[src/rtl/cpu_ctrl_pkg.sv]
// Shared types for the multicycle CPU controller.
// States, instruction class/control opcodes and ALU op type.
package cpu_ctrl_pkg;

    typedef enum logic [2:0] {
        S_FETCH,
        S_DECODE,
        S_EXEC,
        S_MEM,
        S_WB,
        S_HALT,
        S_ERR
    } state_t;

    typedef logic [2:0] alu_op_t;

    localparam logic [1:0] CLS_RALU = 2'b00;
    localparam logic [1:0] CLS_IALU = 2'b01;
    localparam logic [1:0] CLS_MEM  = 2'b10;
    localparam logic [1:0] CLS_CTRL = 2'b11;

    localparam logic [1:0] CT_JMP  = 2'b00;
    localparam logic [1:0] CT_BZ   = 2'b01;
    localparam logic [1:0] CT_BNZ  = 2'b10;
    localparam logic [1:0] CT_HALT = 2'b11;

    localparam alu_op_t ALU_NOP = 3'b000;

    function automatic logic is_alu_class(input logic [1:0] cls);
        return !cls[1];
    endfunction

endpackage

[src/rtl/multicycle_controller.sv]
// Multicycle controller: sequences fetch/decode/exec/mem/wb over a
// single shared memory port, with a memory wait timeout into ERR.
module multicycle_controller
    import cpu_ctrl_pkg::*;
#(
    parameter int TIMEOUT = 15,
    parameter int CNT_W   = 4
) (
    input  logic        clk,
    input  logic        rst,
    input  logic [18:0] instr,
    input  logic        zero,
    input  logic        mem_ready,
    output logic        mem_req,
    output logic        mem_we,
    output logic        addr_sel,
    output logic        ir_ld,
    output logic        pc_ld,
    output logic        pc_sel,
    output logic        reg_ld,
    output logic        wb_sel,
    output logic        alu_src,
    output logic [2:0]  alu_op,
    output logic        halted,
    output logic        err
);

    localparam logic [CNT_W-1:0] TO = CNT_W'(TIMEOUT);

    state_t           state;
    logic [CNT_W-1:0] cnt;
    logic [1:0]       cls;
    logic [1:0]       ctl;
    logic             taken;
    logic             unused_bits;

    assign cls = instr[18:17];
    assign ctl = instr[16:15];
    // Address and immediate fields feed the datapath, not the controller.
    assign unused_bits = &{1'b0, instr[13:0]};

    // State sequencing and memory wait counter.
    always_ff @(posedge clk or posedge rst) begin
        if (rst) begin
            state <= S_FETCH;
            cnt   <= '0;
        end else begin
            unique case (state)
                S_FETCH: begin
                    if (mem_ready) begin
                        cnt   <= '0;
                        state <= S_DECODE;
                    end else if (cnt == TO) begin
                        state <= S_ERR;
                    end else begin
                        cnt <= cnt + 1'b1;
                    end
                end
                S_DECODE: begin
                    cnt <= '0;
                    if (is_alu_class(cls))
                        state <= S_EXEC;
                    else if (cls == CLS_MEM)
                        state <= S_MEM;
                    else if (ctl == CT_HALT)
                        state <= S_HALT;
                    else
                        state <= S_FETCH;
                end
                S_EXEC: state <= S_WB;
                S_WB: begin
                    cnt   <= '0;
                    state <= S_FETCH;
                end
                S_MEM: begin
                    if (mem_ready) begin
                        cnt   <= '0;
                        state <= S_FETCH;
                    end else if (cnt == TO) begin
                        state <= S_ERR;
                    end else begin
                        cnt <= cnt + 1'b1;
                    end
                end
                S_HALT: state <= S_HALT;
                S_ERR:  state <= S_ERR;
                default: state <= S_ERR;
            endcase
        end
    end

    // Datapath controls decoded from state, IR and flags.
    always_comb begin
        mem_req  = 1'b0;
        mem_we   = 1'b0;
        addr_sel = 1'b0;
        ir_ld    = 1'b0;
        pc_ld    = 1'b0;
        pc_sel   = 1'b0;
        reg_ld   = 1'b0;
        wb_sel   = 1'b0;
        alu_src  = 1'b0;
        alu_op   = ALU_NOP;
        halted   = 1'b0;
        err      = 1'b0;
        taken    = 1'b0;
        if (!rst) begin
            unique case (state)
                S_FETCH: begin
                    mem_req = 1'b1;
                    if (mem_ready) begin
                        ir_ld = 1'b1;
                        pc_ld = 1'b1;
                    end
                end
                S_DECODE: begin
                    if (cls == CLS_CTRL) begin
                        unique case (ctl)
                            CT_JMP:  taken = 1'b1;
                            CT_BZ:   taken = zero;
                            CT_BNZ:  taken = !zero;
                            default: taken = 1'b0;
                        endcase
                    end
                    pc_ld  = taken;
                    pc_sel = taken;
                end
                S_EXEC: begin
                    alu_op  = instr[16:14];
                    alu_src = (cls == CLS_IALU);
                end
                S_WB: begin
                    alu_op  = instr[16:14];
                    alu_src = (cls == CLS_IALU);
                    reg_ld  = 1'b1;
                end
                S_MEM: begin
                    mem_req  = 1'b1;
                    addr_sel = 1'b1;
                    mem_we   = instr[16];
                    if (mem_ready && !instr[16]) begin
                        reg_ld = 1'b1;
                        wb_sel = 1'b1;
                    end
                end
                S_HALT: halted = 1'b1;
                S_ERR: begin
                    halted = 1'b1;
                    err    = 1'b1;
                end
                default: ;
            endcase
        end
    end

endmodule

[config.mk]
export PLATFORM = sky130hd
export DESIGN_NAME = multicycle_controller
export DESIGN_NICKNAME = d
export VERILOG_FILES = /design/src/rtl/cpu_ctrl_pkg.sv /design/src/rtl/multicycle_controller.sv
export SDC_FILE = /design/constraint.sdc
export NUM_CORES = 1
export LEC_CHECK = 0
export CAP_MARGIN = 10
export CELL_PAD_IN_SITES_DETAIL_PLACEMENT = 1
export CELL_PAD_IN_SITES_GLOBAL_PLACEMENT = 2
export CORE_MARGIN = 5
export CORE_UTILIZATION = 20
export CTS_CLUSTER_SIZE = 28
export DETAILED_ROUTE_END_ITERATION = 7
export GPL_ROUTABILITY_DRIVEN = 0
export HOLD_SLACK_MARGIN = 0.12
export MAX_ROUTING_LAYER = met4
export PLACE_DENSITY = 0.88
export SLEW_MARGIN = 40
export SYNTH_ARGS = -nofsm -noshare
export SYNTH_HDL_FRONTEND = slang
export SYNTH_SLANG_ARGS = --single-unit
[constraint.sdc]
create_clock -name clk -period 4.22 [get_ports clk]
set_input_delay 1.055 -clock clk [delete_from_list [all_inputs] [get_ports clk]]
set_output_delay 1.055 -clock clk [all_outputs]
set_load 0.01 [all_outputs]
Word level (Yosys, flattened, before mapping)
Index checks and enable logic that the tools add are counted.
{"block": "totals", "word_cells": 66, "in_bits": 23, "ff_bits": 7, "output_inout_bits": 14}
{"block": "op_classes", "n_eq_ne": 14, "muxes": 38, "reduce_logical": 11, "n_addsub": 1}
{"op": "2-to-1 mux 3 bit", "count": 8}
{"op": "2-to-1 mux 1 bit", "count": 23}
{"op": "one-hot mux 3 bit (6 select lines)", "count": 1}
{"op": "== test 3 bit, second input constant", "count": 3}
{"op": "== test 2 bit, second input constant", "count": 4}
{"op": "2-to-1 mux 4 bit", "count": 2}
{"op": "one-hot mux 4 bit (2 select lines)", "count": 1}
{"op": "OR reduction 2 bit", "count": 4}
{"op": "== test 3 x 2 -> 1 bit, second input constant", "count": 2}
{"op": "adder 4 x 1 -> 4 bit, second input constant", "count": 1}
{"op": "== test 2 x 1 -> 1 bit, second input constant", "count": 2}
{"op": "== test 4 bit, second input constant", "count": 1}
{"op": "one-hot mux 1 bit (2 select lines)", "count": 2}
{"op": "== test 3 x 1 -> 1 bit, second input constant", "count": 1}
{"op": "zero test 3 bit", "count": 1}
{"op": "!= test 3 bit, second input constant", "count": 1}
{"op": "one-hot mux 1 bit (3 select lines)", "count": 1}
{"op": "zero test 1 bit", "count": 2}
{"op": "zero test 2 bit", "count": 1}
{"op": "AND reduction 2 bit", "count": 1}
{"op": "nonzero test 2 bit", "count": 1}
{"op": "logical AND 1 bit", "count": 1}

Logic depth before layout (Yosys ltp)
Gate-level depths: netlist of run 1.
{"block": "logic_depth", "depth_word": 5, "depth_mapped": 4, "mapped_depth_nobuf": 4}

Worst setup path after synthesis of run 1
No wires, ideal clock.
{"block": "synth_path", "path_type": "input to output", "from": "in zero", "to": "out pc_sel", "path_buffers": 0, "cell_stages": 3, "path_slack_ns": 1.194, "required_ns": 3.165, "arrival_ns": 1.971, "cell_sequence": "mux2_2 or4_1 nor2_1"}
{"block": "synth_between", "elab_chain_len": 5}
{"element": "from (decl)", "line": "multicycle_controller.sv:12", "source": "input logic zero,"}
{"element": "zero test 1 bit", "line": "multicycle_controller.sv:121", "source": "CT_BNZ: taken = !zero;"}
{"element": "one-hot mux 1 bit (3 select lines) *", "line": "multicycle_controller.sv:118", "source": "unique case (ctl)"}
{"element": "2-to-1 mux 1 bit *", "line": "multicycle_controller.sv:117", "source": "if (cls == CLS_CTRL) begin"}
{"element": "2-to-1 mux 1 bit *", "line": "multicycle_controller.sv:108", "source": "unique case (state)"}
{"element": "2-to-1 mux 1 bit *", "line": "multicycle_controller.sv:107", "source": "if (!rst) begin"}
{"element": "to (decl)", "line": "multicycle_controller.sv:19", "source": "output logic pc_sel,"}
Mark *: on every way between the ends. The rest lies on a longest branch, timed or not.

Final worst setup path of run 1
{"block": "layout_path", "from": "in zero", "to": "out pc_ld"}
{"block": "layout_between", "elab_chain_len": 5}
{"element": "zero test 1 bit", "line": "multicycle_controller.sv:121"}
{"element": "one-hot mux 1 bit (3 select lines) *", "line": "multicycle_controller.sv:118"}
{"element": "2-to-1 mux 1 bit *", "line": "multicycle_controller.sv:117"}
{"element": "one-hot mux 1 bit (2 select lines) *", "line": "multicycle_controller.sv:108"}
{"element": "2-to-1 mux 1 bit *", "line": "multicycle_controller.sv:107"}
{"element": "to (decl)", "line": "multicycle_controller.sv:18", "source": "output logic pc_ld,"}
Marks and branches as above.

==> impl_metrics.json, run 1 <==
{
  "root_buffer": "clkbuf_4",
  "synth_edf_count": 0,
  "grtUsageMet2": 0.1580,
  "power_mw": 0.4102,
  "cp-end-kind": "output pin",
  "cts.sinks": 7,
  "hold_path.class": "flop to flop",
  "async_flop_share": 1.000,
  "fin_crit_sh": 0.9511,
  "gr-max-usage-layer": "met2",
  "synth_cell_type_count": 38,
  "syn_avg_cell_area_um2": 8.498,
  "die-area_mm2": 0.004265,
  "synth.net_count": 96,
  "ioPinCount": 37,
  "yosysMostFrequentCell": "dfrtp_1",
  "rsz0062_at_grt": "false",
  "cts_tree": "done",
  "synth_area_um2": 611.8,
  "antenna_found_initial": 0,
  "slew_violations": 0,
  "hold_depth": 1,
  "clk_pin_slew_worst_paths_ns": 0.05,
  "use_met1": 0.1022,
  "leakagePower_nw": 0.3375,
  "die_h_um": 65.31,
  "clock_latency_ns": 0.26,
  "setup-tns-final_ns": 0,
  "synth_seq_cells": 7,
  "drc_errors": 0,
  "diodes": 0,
  "r2r.worst_path.cells": 3,
  "hold_viol_final": 0,
  "dp_hpwl_mm": 1.404,
  "synth_common_cells": "7 x dfrtp_1, 5 x nand2_1, 5 x nor2_1, 4 x a21oi_1, 4 x and2_1",
  "synth_warnings": 0,
  "min_period_ns": 4.013,
  "outcome": "finished clean",
  "gr-usage-met3": 0.03077,
  "rows": 20,
  "htreeDepth": 1,
  "overflow": 0,
  "start_util": 0.2038,
  "worst_pin_slew_ns": 0.5532,
  "post_cts_buffers": 0,
  "port_buffers": 22,
  "finalNetCount": 121,
  "drive_above_1_share": 0.1250,
  "die-width_um": 65.31,
  "crit_fanout": 2,
  "grt_pass1_vias": 656,
  "ir_drop_uv": 83.98,
  "via_per_inst": 4.884,
  "seq_area_frac_synth": 0.2863,
  "relSlewSlack": 0.6312,
  "synth_largest_area_cell": "dfrtp_1",
  "synthTopCellsByArea": "dfrtp_1 29%, and2_1 4.1%, buf_6 3.7%",
  "grt_use_total": 0.09519,
  "grt_pass1_wl_mm": 3.084,
  "area_growth_pct": 44.58,
  "cp-start-kind": "input port",
  "routedWlPerCell_um": 13.40,
  "via_count": 630,
  "critical_path_required_ns": 3.16,
  "max_cap_violations": 0,
  "cts_buffers": 3,
  "ys.flop_type": "dfrtp_1",
  "grt_max_degree": 20,
  "routed_wl_mm": 1.728,
  "worstPathArrival_ns": 2.96,
  "cts-resized-gates": 0,
  "power_density_mw_per_mm2": 463.8,
  "setup_viol": 0,
  "first_iter_violations": 7,
  "drtPass1Iterations": 2,
  "synthDominantCellAreaShare": 0.2863,
  "worstSetupPathType": "input port to output pin",
  "clk_path_buf_depth": 2,
  "core_region_area_mm2": 0.003003,
  "cts_hold_buf": 0,
  "max_freq_mhz": 249.2,
  "syn_inst": 72,
  "antenna_left": 0,
  "fin_skew_ns": 0.004129
}
-- metrics by stage --
step,utilization,hold WS (ns),cell area [µm²],cells,setup slack (ns)
2_1_floorplan,-,0.4786,611.8,72,1.194
3_3_place_gp,0.2858,0.4940,858.3,125,0.2055
3_5_place_dp,0.2858,0.5086,858.3,125,0.1954
4_1_cts,0.2946,0.5161,884.6,129,0.1900
5_1_grt,0.2946,0.5349,884.6,129,0.1466
6_report,0.2946,0.5087,884.6,129,0.2065
-- logic make-up after synthesis --
logic type / count (synthesis) / synth area share
DFF: 7 / 0.2863
and+or+nand+nor: 32 / 0.3047
xor gates and xnor gates: 2 / 0.02864
adders and majority gates: 1 / 0.02045
muxes: 4 / 0.06953
AOI/OAI and AO/OA: 18 / 0.2106
buffers and inverters: 8 / 0.07976
-- cell type report --
type	count	area, µm²
inverter	3	11.26
timing repair buffer	25	242.7
clock buffer	4	26.28
fill	371	2118
multi-input combinational	57	387.9
tap	33	41.29
sequential	7	175.2
-- sequential cells by signal (all words and copies together), names as in the netlist --
name and count:
cnt 4, state 3
-- critical path, cell delays in order --
cell,delay (ns)
clkdlybuf4s50_1,0.46
mux2_2,0.32
or4_1,0.45
a21oi_2,0.13
clkdlybuf4s50_1,0.54
-- routing by layer --
layer	part of all wire	vias up
li1	-	311
met2	0.49	16
met1	0.42	298
met3	0.065	5
met5	0	-
met4	0.021	0
-- cell usage in the layout, fill, tap and decap left out, types with 2 or more instances in the layout --
cell type / n
a21oi_1: 4
a21bo_2: 2
o211ai_1: 2
nor3b_1: 2
clkdlybuf4s50_1: 22
clkbuf_4: 3
and2_1: 4
mux2i_1: 2
inv_1: 3
nand2_1: 5
mux2_2: 2
dfrtp_1: 7
xnor2_1: 2
nand2b_1: 2
nor3_1: 3
o22ai_1: 2
nor2_1: 5
buf_4: 3
-- power by group --
part	internal [mW]	leakage [nW]	total (mW)	switching, mW
logic	0.114	0.229	0.206	0.0924
registers	0.0872	0.0932	0.140	0.0528
clock network	0.0363	0.0150	0.0639	0.0276
total	0.238	0.338	0.410	0.173
-- final timing paths --
path	from	end	slack [ns]
max	zero	pc_ld	0.21
min reg2reg	cnt[0]$_DFFE_PP0P_	cnt[0]$_DFFE_PP0P_	0.51
min in group asynchronous	rst	state[1]$_DFF_PP0_	1.25
max in group asynchronous	rst	cnt[1]$_DFFE_PP0P_	2.75
max reg2reg	state[0]$_DFF_PP0_	state[2]$_DFF_PP0_	2.68
min	cnt[0]$_DFFE_PP0P_	cnt[0]$_DFFE_PP0P_	0.51
(Power assumes the default switching activity.)
==> run 2: changes to the inputs <==
--- a/config.mk
+++ b/config.mk
@@ -7,15 +7,15 @@
 export LEC_CHECK = 0
 export CAP_MARGIN = 10
 export CELL_PAD_IN_SITES_DETAIL_PLACEMENT = 1
-export CELL_PAD_IN_SITES_GLOBAL_PLACEMENT = 2
+export CELL_PAD_IN_SITES_GLOBAL_PLACEMENT = 1
 export CORE_MARGIN = 5
-export CORE_UTILIZATION = 20
+export CORE_UTILIZATION = 27
 export CTS_CLUSTER_SIZE = 28
 export DETAILED_ROUTE_END_ITERATION = 7
 export GPL_ROUTABILITY_DRIVEN = 0
 export HOLD_SLACK_MARGIN = 0.12
 export MAX_ROUTING_LAYER = met4
-export PLACE_DENSITY = 0.88
+export PLACE_DENSITY = 0.91
 export SLEW_MARGIN = 40
 export SYNTH_ARGS = -nofsm -noshare
 export SYNTH_HDL_FRONTEND = slang
==> run 2 against run 1 <==
Via count down 1.3%. Highest routed layer unchanged. Die area down 22%. Sequential share of layout area up 0.14 points. Largest cell class unchanged. Worst hold slack better by 0.0091 ns. Critical path type unchanged. Maximum frequency about the same. Worst setup slack worse by 0.0016 ns. Count of clock-buffer cells in the layout unchanged. Design area down 0.71%. Cell count down 3.9%.
==> impl_metrics.json, run 2 (synthesized netlist as in run 1, its figures left out) <==
{
  "cts.sinks": 7,
  "post_cts_buffers": 0,
  "clock_latency_ns": 0.26,
  "drive_above_1_share": 0.1250,
  "routedWlPerCell_um": 13.52,
  "whs_ns": 0.5178,
  "hold_path.class": "flop to flop",
  "power_density_mw_per_mm2": 462.7,
  "cts_tree": "done",
  "relSlewSlack": 0.6550,
  "htreeDepth": 1,
  "grt_pass1_vias": 609,
  "diodes": 0,
  "grt_max_degree": 20,
  "die_h_um": 57.61,
  "drc_errors": 0,
  "slowest_delay_ns": 0.54,
  "clk_pin_slew_worst_paths_ns": 0.05,
  "rows": 17,
  "antenna_found_initial": 0,
  "cp-start-kind": "input port",
  "cp_common_cell": "clkdlybuf4s50_1",
  "drtPass1Iterations": 3,
  "worstPathArrival_ns": 2.96,
  "setup_viol": 0,
  "min_period_ns": 4.015,
  "worstSetupPathType": "input port to output pin",
  "max_cap_violations": 0,
  "cts-resized-gates": 0,
  "leakagePower_nw": 0.3375,
  "die-width_um": 57.61,
  "overflow": 0,
  "cp-end-kind": "output pin",
  "clk_path_buf_depth": 2,
  "root_buffer": "clkbuf_4",
  "cts_hold_buf": 0,
  "port_buffers": 22,
  "dp_hpwl_mm": 1.346,
  "fin_skew_ns": 0.007148,
  "slew_violations": 0,
  "largest-register": "cnt",
  "rsz0062_at_grt": "false",
  "cts_buffers": 3,
  "start_util": 0.2793,
  "hold_viol_final": 0,
  "layout_common_cells": "22 x clkdlybuf4s50_1, 7 x dfrtp_1, 5 x nor2_1, 5 x nand2_1",
  "core_region_area_mm2": 0.002191,
  "finalNetCount": 121,
  "routed_wl_mm": 1.677,
  "crit_chain": "clkdlybuf4s50_1 -> mux2_2 -> or4_1 -> a21oi_2 -> clkdlybuf4s50_1",
  "worst_path_max_delay_cell": "clkdlybuf4s50_1",
  "critical_path_required_ns": 3.16,
  "fin_crit_sh": 0.9514,
  "max_freq_mhz": 249.1,
  "first_iter_violations": 7,
  "die-area_mm2": 0.003318,
  "ir_drop_uv": 161.2,
  "ioPinCount": 37,
  "grt_pass1_wl_mm": 2.718,
  "setup-tns-final_ns": 0,
  "via_count": 622,
  "crit_fanout": 2,
  "reg_top3": "cnt: 4 flops, state: 3 flops",
  "area_growth_pct": 43.56,
  "via_per_inst": 5.016,
  "grt_use_total": 0.1108,
  "final_common_cell": "clkdlybuf4s50_1",
  "worst_pin_slew_ns": 0.5175,
  "antenna_left": 0,
  "outcome": "finished clean",
  "largest_reg_flops": 4
}
[run 2: cell counts in the layout (fill, tap and decap cells not counted)]
No cell type changed its count.
[run 2: where the power goes]
group	switching [mW]	internal, mW	total (mW)	leakage (nW)
logic	0.0921	0.114	0.206	0.229
clock network	0.0268	0.0362	0.0630	0.0150
registers	0.0502	0.0873	0.137	0.0932
[run 2: final timing paths]
path / from / end / slack (ns) / cells past startpoint
max: zero / pc_ld / 0.20 / 5
min: cnt[0]$_DFFE_PP0P_ / cnt[0]$_DFFE_PP0P_ / 0.52 / 1
max reg2reg: state[0]$_DFF_PP0_ / state[2]$_DFF_PP0_ / 2.72 / 3
min reg2reg: cnt[0]$_DFFE_PP0P_ / cnt[0]$_DFFE_PP0P_ / 0.52 / 1
max in group asynchronous: rst / cnt[1]$_DFFE_PP0P_ / 2.88 / 2
min in group asynchronous: rst / state[1]$_DFF_PP0_ / 1.11 / 2
[run 2: stage by stage]
step / utilization / power [mW] / cell area [µm²] / cells / setup WS (ns)
floorplan: - / 0.2839 / 611.8 / 72 / 1.194
global placement: 0.3889 / 0.3353 / 852.1 / 120 / 0.2035
detailed placement: 0.3889 / 0.3472 / 852.1 / 120 / 0.2025
CTS: 0.4009 / 0.4120 / 878.3 / 124 / 0.1971
global route: 0.4009 / 0.4393 / 878.3 / 124 / 0.1543
finish: 0.4009 / 0.4064 / 878.3 / 124 / 0.2050
[run 2: cell type report]
class                   instances  area (µm²)
flip-flops and latches          7       175.2
repair buffers                 25       242.7
well taps                      28       35.03
fillers                       276        1313
clock buffers                   4       26.28
inverters                       3       11.26
multi-input cells              57       387.9
[run 2: routing by layer]
layer	vias up	part of all wire	GRT usage
li1	311	-	-
met3	5	0.079	0.03167
met2	23	0.45	0.1855
met5	-	0	-
met4	0	0.020	0.05960
met1	283	0.45	0.1164
[run 2: worst max-delay path: cells and delay by family]
kind	cells	cell delay [ns]
buffers and inverters	2	1.00
and+or+nand+nor	1	0.45
muxes	1	0.32
AOI/OAI and AO/OA	1	0.13
==> run 3: changes to the inputs <==
--- a/config.mk
+++ b/config.mk
@@ -10,7 +10,6 @@
 export CELL_PAD_IN_SITES_GLOBAL_PLACEMENT = 1
 export CORE_MARGIN = 5
 export CORE_UTILIZATION = 27
-export CTS_CLUSTER_SIZE = 28
 export DETAILED_ROUTE_END_ITERATION = 7
 export GPL_ROUTABILITY_DRIVEN = 0
 export HOLD_SLACK_MARGIN = 0.12
==> results of run 3 <==
No change in the layout: final DEF, timing and power equal those of run 2.
